[src/rtl/bcd_inv_pkg.sv]
// ============================================================================
// Module   : bcd_inv_pkg
// Brief    : Shared types and constants for the BCD digit-inverter scheduler.
// Revision : 1.0
// ============================================================================
`default_nettype none

package bcd_inv_pkg;

  localparam int DIGIT_W  = 4;
  localparam int NDIG_DEF = 6;
  localparam int BCD_MAX  = 9;

  typedef enum logic [1:0] {
    ST_IDLE  = 2'd0,
    ST_ISSUE = 2'd1,
    ST_DRAIN = 2'd2
  } state_t;

endpackage

`default_nettype wire

[src/rtl/bcd_digit_sel.sv]
// ============================================================================
// Module   : bcd_digit_sel
// Brief    : Selects one BCD nibble of a packed word by digit index.
// Revision : 1.0
// ============================================================================
`default_nettype none

module bcd_digit_sel
  import bcd_inv_pkg::*;
#(
  parameter int NDIG  = NDIG_DEF,
  parameter int IDX_W = 3
) (
  input  logic [DIGIT_W*NDIG-1:0] i_word,
  input  logic [IDX_W-1:0]        i_idx,
  output logic [DIGIT_W-1:0]      o_digit
);

  // Out-of-range indices select zero so the decoder sees a benign code.
  always_comb begin
    o_digit = '0;
    for (int k = 0; k < NDIG; k++) begin
      if (i_idx == IDX_W'(k)) begin
        o_digit = i_word[k*DIGIT_W +: DIGIT_W];
      end
    end
  end

endmodule

`default_nettype wire

[src/rtl/bcd_inv_sched.sv]
// ============================================================================
// Module   : bcd_inv_sched
// Brief    : Time-shares one registered 9's-complement BCD decoder across all
//            digits of a word and presents the inverted word atomically.
// Revision : 1.0
// ============================================================================
`default_nettype none

module bcd_inv_sched
  import bcd_inv_pkg::*;
#(
  parameter int NDIG = NDIG_DEF
) (
  input  logic                    clk,
  input  logic                    reset,
  input  logic                    start,
  input  logic [DIGIT_W*NDIG-1:0] digits_i,
  output logic [DIGIT_W-1:0]      dec_code_o,
  input  logic [DIGIT_W-1:0]      dec_data_i,
  output logic                    busy,
  output logic                    done,
  output logic [DIGIT_W*NDIG-1:0] digits_o,
  output logic                    err_o
);

  localparam int                 c_IDX_W  = $clog2(NDIG);
  localparam int                 c_WORD_W = DIGIT_W * NDIG;
  localparam int                 c_WORK_W = DIGIT_W * (NDIG - 1);
  localparam logic [c_IDX_W-1:0] c_LAST   = c_IDX_W'(NDIG - 1);

  state_t                r_state;
  logic [c_IDX_W-1:0]    r_idx;
  logic [c_WORD_W-1:0]   r_snap;
  logic [c_WORK_W-1:0]   r_work;
  logic                  r_err;
  logic [DIGIT_W-1:0]    w_sel;
  logic                  w_err;

  bcd_digit_sel #(
    .NDIG  (NDIG),
    .IDX_W (c_IDX_W)
  ) u_digit_sel (
    .i_word  (r_snap),
    .i_idx   (r_idx),
    .o_digit (w_sel)
  );

  assign dec_code_o = (r_state == ST_ISSUE) ? w_sel : '0;

  // Invalid-digit flag is computed on the live input so it lands with the snapshot.
  always_comb begin
    w_err = 1'b0;
    for (int k = 0; k < NDIG; k++) begin
      if (digits_i[k*DIGIT_W +: DIGIT_W] > DIGIT_W'(BCD_MAX)) begin
        w_err = 1'b1;
      end
    end
  end

  always_ff @(posedge clk) begin
    if (reset) begin
      r_state  <= ST_IDLE;
      r_idx    <= '0;
      r_snap   <= '0;
      r_work   <= '0;
      r_err    <= 1'b0;
      busy     <= 1'b0;
      done     <= 1'b0;
      digits_o <= '0;
      err_o    <= 1'b0;
    end else begin
      done <= 1'b0;
      case (r_state)
        ST_IDLE: begin
          if (start) begin
            r_snap  <= digits_i;
            r_idx   <= '0;
            r_err   <= w_err;
            busy    <= 1'b1;
            r_state <= ST_ISSUE;
          end
        end

        ST_ISSUE: begin
          r_idx <= r_idx + c_IDX_W'(1);
          // Decoder output lags the issued code by one cycle: slot idx-1.
          for (int k = 0; k < NDIG - 1; k++) begin
            if (r_idx == c_IDX_W'(k + 1)) begin
              r_work[k*DIGIT_W +: DIGIT_W] <= dec_data_i;
            end
          end
          if (r_idx == c_LAST) begin
            r_state <= ST_DRAIN;
          end
        end

        ST_DRAIN: begin
          digits_o <= {dec_data_i, r_work};
          err_o    <= r_err;
          done     <= 1'b1;
          r_idx    <= '0;
          // Accepting start here keeps throughput at one run per NDIG+1 cycles.
          if (start) begin
            r_snap  <= digits_i;
            r_err   <= w_err;
            busy    <= 1'b1;
            r_state <= ST_ISSUE;
          end else begin
            busy    <= 1'b0;
            r_state <= ST_IDLE;
          end
        end

        default: begin
          busy    <= 1'b0;
          r_idx   <= '0;
          r_state <= ST_IDLE;
        end
      endcase
    end
  end

endmodule

`default_nettype wire

[config.mk]
export PLATFORM = sky130hd
export DESIGN_NAME = bcd_inv_sched
export DESIGN_NICKNAME = d
export VERILOG_FILES = /design/src/rtl/bcd_inv_pkg.sv /design/src/rtl/bcd_digit_sel.sv /design/src/rtl/bcd_inv_sched.sv
export SDC_FILE = /design/constraint.sdc
export NUM_CORES = 1
export LEC_CHECK = 0
export CAP_MARGIN = 20
export CORE_ASPECT_RATIO = 0.6
export CORE_MARGIN = 2
export CORE_UTILIZATION = 45
export CTS_CLUSTER_SIZE = 24
export DETAILED_ROUTE_END_ITERATION = 10
export GPL_TIMING_DRIVEN = 0
export PLACE_DENSITY = 0.71
export SYNTH_ARGS = -nofsm -noshare
export SYNTH_HDL_FRONTEND = slang
export SYNTH_SLANG_ARGS = --single-unit
[constraint.sdc]
create_clock -name clk -period 2.6 [get_ports clk]
set_clock_uncertainty 0.1 [all_clocks]
set_input_delay 0.39 -clock clk [delete_from_list [all_inputs] [get_ports clk]]
set_output_delay 0.39 -clock clk [all_outputs]
set_load 0.005 [all_outputs]
# Word-level counts from Yosys, hierarchy flattened

Index checks and enable logic that the tools add are counted.

Output and inout port bits: 31
Input bits: 31
Memories kept: 0
Bits in read-only memories: 0
Latch bits: 0
Word-level logic and storage cells: 64
Bits in registers: 77
RAM bits: 0

Muxes and demuxes: 23
Shifts and indexed selects: 0
Reductions and logical operators: 11
Order comparisons: 6
Equality and inequality tests: 9
Divide/modulo/power cells: 0
Bitwise operators: 1
$add $sub $neg: 1
Multipliers: 0

Operators with widths:

| operator              | number |
|---|---|
| $mux W4               | 7 |
| $gt A4 B4 Y1 const B  | 6 |
| $reduce_and A2 Y1     | 8 |
| $mux W1               | 10 |
| $eq A3 B2 Y1 const B  | 2 |
| $eq A3 B3 Y1 const B  | 2 |
| $pmux W2 S3           | 1 |
| $pmux W3 S2           | 1 |
| $mux W2               | 2 |
| $add A3 B1 Y3 const B | 1 |
| $eq A3 B1 Y1 const B  | 1 |
| $logic_not A3 Y1      | 1 |
| $mux W3               | 1 |
| $pmux W1 S3           | 1 |
| $eq A2 B1 Y1 const B  | 1 |
| $eq A2 B2 Y1 const B  | 1 |
| $logic_not A2 Y1      | 1 |
| $ne A2 B1 Y1 const B  | 1 |
| $ne A2 B2 Y1 const B  | 1 |
| $reduce_or A2 Y1      | 1 |
| $not A1 Y1            | 1 |

# Logic depth before layout (Yosys ltp)

Gate-level depths: netlist of run 1.

Word-level depth: 8
Mapped depth: 7
Gate-level depth less buffers: 6

# Hierarchy

Synthesis of run 1 repeated with hierarchy kept, for this count alone.

Cell total of the unflattened synthesis: 365
Area, all modules: 3,347.0 um^2

Modules (own cells, without submodules):

| module        | area an instance (um^2) | cells each | instances |
|---|---|---|---|
| bcd_inv_sched | 3,141.8                 | 342        | 1 |
| bcd_digit_sel | 205.2                   | 23         | 1 |

# Worst setup path after synthesis of run 1

OpenSTA, ideal clock, no wires.

Path kind: register to output
Start: register r_idx[0]
End: output dec_code_o[2]
Path slack: 0.671 ns
Stages on the path, launching flop included: 8
Data arrival time: 1.439 ns
Required time: 2.110 ns
Path through: dfxtp_1 -> inv_1 -> ha_1 -> buf_6 -> nor2b_1 -> a221oi_1 -> o21ai_1 -> a22o_1

Cells in the longest elaborated chain, start to end: 8

RTL lines:

| element                  | RTL line            | text |
|---|---|---|
| start: declaration       | bcd_inv_sched.sv:32 | `logic [c_IDX_W-1:0] r_idx;` |
| start signal: assignment | bcd_inv_sched.sv:85 | `r_idx <= r_idx + c_IDX_W'(1);` |
| $logic_not A3 Y1         | bcd_digit_sel.sv:23 | `if (i_idx == IDX_W'(k)) begin` |
| $mux W4 (5 in a row)     | bcd_digit_sel.sv:23 |  |
| $mux W4 (*)              | bcd_digit_sel.sv:23 |  |
| $mux W4 (*)              | bcd_inv_sched.sv:48 | `assign dec_code_o = (r_state == ST_ISSUE) ? w_sel : '0;` |
| end: declaration         | bcd_inv_sched.sv:18 | `output logic [DIGIT_W-1:0] dec_code_o,` |

Every way passes the cells marked *; elsewhere a longest branch is shown, timed or not.

# Worst setup path in the final report of run 1

Same ends and word-level chain as after synthesis.

==> results.json, run 1 <==
{
  "grt_pass1_vias": 2635,
  "drtIter0Drc": 158,
  "maxSlewHeadroom_pct": 62.2,
  "placed_cells": 519,
  "use_met1_pct": 31.1,
  "grt_use_met2_pct": 34.7,
  "yosys.area_share.simple_pct": 21.1,
  "insertion_delay_ns": 0.34,
  "ant_nets": 0,
  "drc": 0,
  "timing.rr.start": "r_idx[0]",
  "fin_cells": 536,
  "pin_count": 62,
  "synth.ff_latch_count": 77,
  "busiest_layer": "met2",
  "crit_required_ns": 2.11,
  "cp_slowest_cell": "dfxtp_4",
  "clk_pin_slew_ns": 0.06,
  "clock_path_buffers": 2,
  "slew_violations": 0,
  "routed_wl_mm": 8.17,
  "yosysSeqAreaShare_pct": 49.6,
  "dp_slack_ns": -0.158,
  "place_congestion": 0.805,
  "synthesis.area_um2": 3110,
  "synth_top_area_share_pct": 49.6,
  "gr-usage-all-layers_pct": 22.4,
  "cts_buffers": 9,
  "via_per_inst": 5.19,
  "worst_setup_path_start_kind": "register",
  "synthMuxAreaShare_pct": 5.15,
  "grt_pass1_wl_mm": 13.0,
  "clock.fmax_ghz": 0.393,
  "path_max_fanout": 4,
  "antenna_found_initial": 0,
  "die_h_um": 68.4,
  "syn_inst": 372,
  "wl_per_cell_um": 15.2,
  "synth_top_family_by_area": "simple AND/OR/NAND/NOR gates",
  "synth_fa_ha_area_share_pct": 2.01,
  "syn_area_per_cell_um2": 8.35,
  "hold_viol_final": 0,
  "hpwl_mm": 5.74,
  "final_cell_mix": "104 x nand2_1, 74 x dfxtp_1, 57 x a21oi_1",
  "use_met3_pct": 5.67,
  "setup_viol": 0,
  "synth.area.top_cells": "dfxtp_1 50%, nand2_1 13%, a21oi_1 9.2%, mux2i_1 5.2%, buf_4 2.4%",
  "start_util_pct": 46.6,
  "min_period_ns": 2.54,
  "status": "complete, no violations",
  "yosys.area_share.xor_xnor_pct": 0,
  "total_leakage_power_nw": 1.56,
  "crit_chain": "inv_4, ha_2, buf_6, nor2b_4, a221oi_4, o21ai_2, a22o_1, dlygate4sd2_1",
  "htreeDepth": 3,
  "startpoint": "r_idx[0]",
  "synthDistinctLibCells": 29,
  "grt_max_degree": 13,
  "vias": 2782,
  "final_common_cell": "nand2_1",
  "die_w_um": 111,
  "fin_crit_sh_pct": 97.8,
  "power_density_nw_per_um2": 640,
  "cts.sinks": 77,
  "area_growth_pct": 36.5,
  "endpoint_kind": "primary output",
  "hold_class": "reg2reg",
  "maxCapViolCount": 0,
  "fin_ws_ns": 0.0564,
  "cts_hold_buf": 0,
  "nets": 480,
  "synth_area_leader_cell": "dfxtp_1",
  "path_class": "reg2out",
  "die-area_um2": 7610,
  "fillers": 573,
  "min_from": "r_work[13]",
  "cts_root_buf": "clkbuf_16",
  "tritoncts": "done",
  "antenna_cells": 0,
  "first_pass_iters": 5,
  "synth_compound_area_share_pct": 15.7,
  "ir_worst_vdd_uv": 324,
  "max_slew.worst_pin.slew_ns": 0.566,
  "ys.warnings.count": 0,
  "cp_data_arrival_time_ns": 2.05,
  "grt-ovfl-total": 0,
  "synth_fp_nets": 408,
  "drive_gt1_share_pct": 13.1,
  "portBuffers": 60,
  "critPathMaxStageDelay_ns": 0.37,
  "core_um2": 6680,
  "rows": 23
}
[stage by stage]
step / hold WS [ns] / area, um^2 / power [mW] / util, % / TNS, ns
floorplan: 0.331 / 3110 / 1.37 / - / 0
global placement: 0.340 / 3820 / 1.47 / 57.2 / -0.283
detailed placement: 0.343 / 3820 / 1.47 / 57.2 / -0.436
CTS: 0.353 / 4170 / 2.71 / 62.5 / 0
global route: 0.368 / 4240 / 2.81 / 63.5 / -0.0243
finish: 0.349 / 4240 / 2.72 / 63.5 / 0
[routing by layer]
layer,share of wire [%],vias to the layer above
li1,-,1392
met1,49,1284
met2,43,96
met3,6.4,10
met4,1.3,0
met5,0,-
[worst paths after layout]
kind	endpoint	slack [ns]	cells after the start
min reg2reg	digits_o[13]	0.35	2
max	dec_code_o[2]	0.06	8
max reg2reg	r_work[14]	0.95	7
min	digits_o[13]	0.35	2
[critical path, delay by kind of cell (launching register included)]
kind	cells	cell delay [ns]
buffers and inverters	3	0.42
and+or+nand+nor	1	0.15
AOI/OAI and AO/OA	3	0.60
adders and majority gates	1	0.18
DFF	1	0.37
[power breakdown]
group,internal [mW],leakage [nW],total [mW],switching (mW)
sequential,1.21,0.627,1.23,0.0224
combinational,0.116,0.781,0.251,0.136
clock,0.762,0.149,1.23,0.471
[cells by family after synthesis]
logic type / after synthesis
buffers and inverters: 35
AND/OR/NAND/NOR: 151
flip-flops: 77
AO/OA/AOI/OAI: 88
adder cells (fa/ha/maj): 5
multiplexers: 16
[state kept, by name, summed over array words and instances, names as in the netlist]
name and flops:
r_err 1, done 1, digits_o 24, err_o 1, r_idx 3, r_state 2, busy 1, r_work 20
r_snap 24
[cells in the mapped netlist]
cell / instances
nand2b_1: 4
a31oi_1: 4
nor2_8: 1
nand4_1: 1
inv_1: 8
o31a_1: 1
clkbuf_1: 9
nand3_1: 6
o21ai_1: 1
a22o_1: 4
nor3_1: 7
nand2_1: 104
ha_1: 5
nor2b_1: 3
buf_4: 10
nor2b_2: 1
a22oi_1: 4
nor3_4: 1
a21oi_1: 57
buf_2: 5
nand2b_4: 1
o21ai_0: 13
a221oi_1: 4
and3_4: 1
nand2_2: 1
nor2_1: 20
dfxtp_1: 77
buf_6: 3
mux2i_1: 16
[what timing repair did]
item                       4_1_cts  5_1_grt
pin swaps                       10        8
hold endpoints to repair         0        0
setup buffers                    2        0
setup endpoints to repair        4        4
gates resized for setup         22       15
[layout make-up]
type                    count  area, um^2  share of cell area (%)
plain buffers              26         164                    3.86
flip-flops and latches     77        1550                    36.5
clock buffers              11         243                    5.72
inverters                   8        32.5                   0.767
multi-input cells         260        1480                    35.0
repair buffers             62         611                    14.4
clock inverters             5        50.0                    1.18
well taps                  87         109                    2.57
(Power assumes the default switching activity.)
==> run 2: changes to the inputs <==
- HOLD_SLACK_MARGIN: default -> 0.05
- SLEW_MARGIN: default -> 20
==> results of run 2 <==
The final DEF is identical to that of run 1; final timing and power are the same.
==> run 3: changes to the inputs <==
- SLEW_MARGIN: 20 -> 25
==> results of run 3 <==
The final DEF is identical to that of run 1; final timing and power are the same.
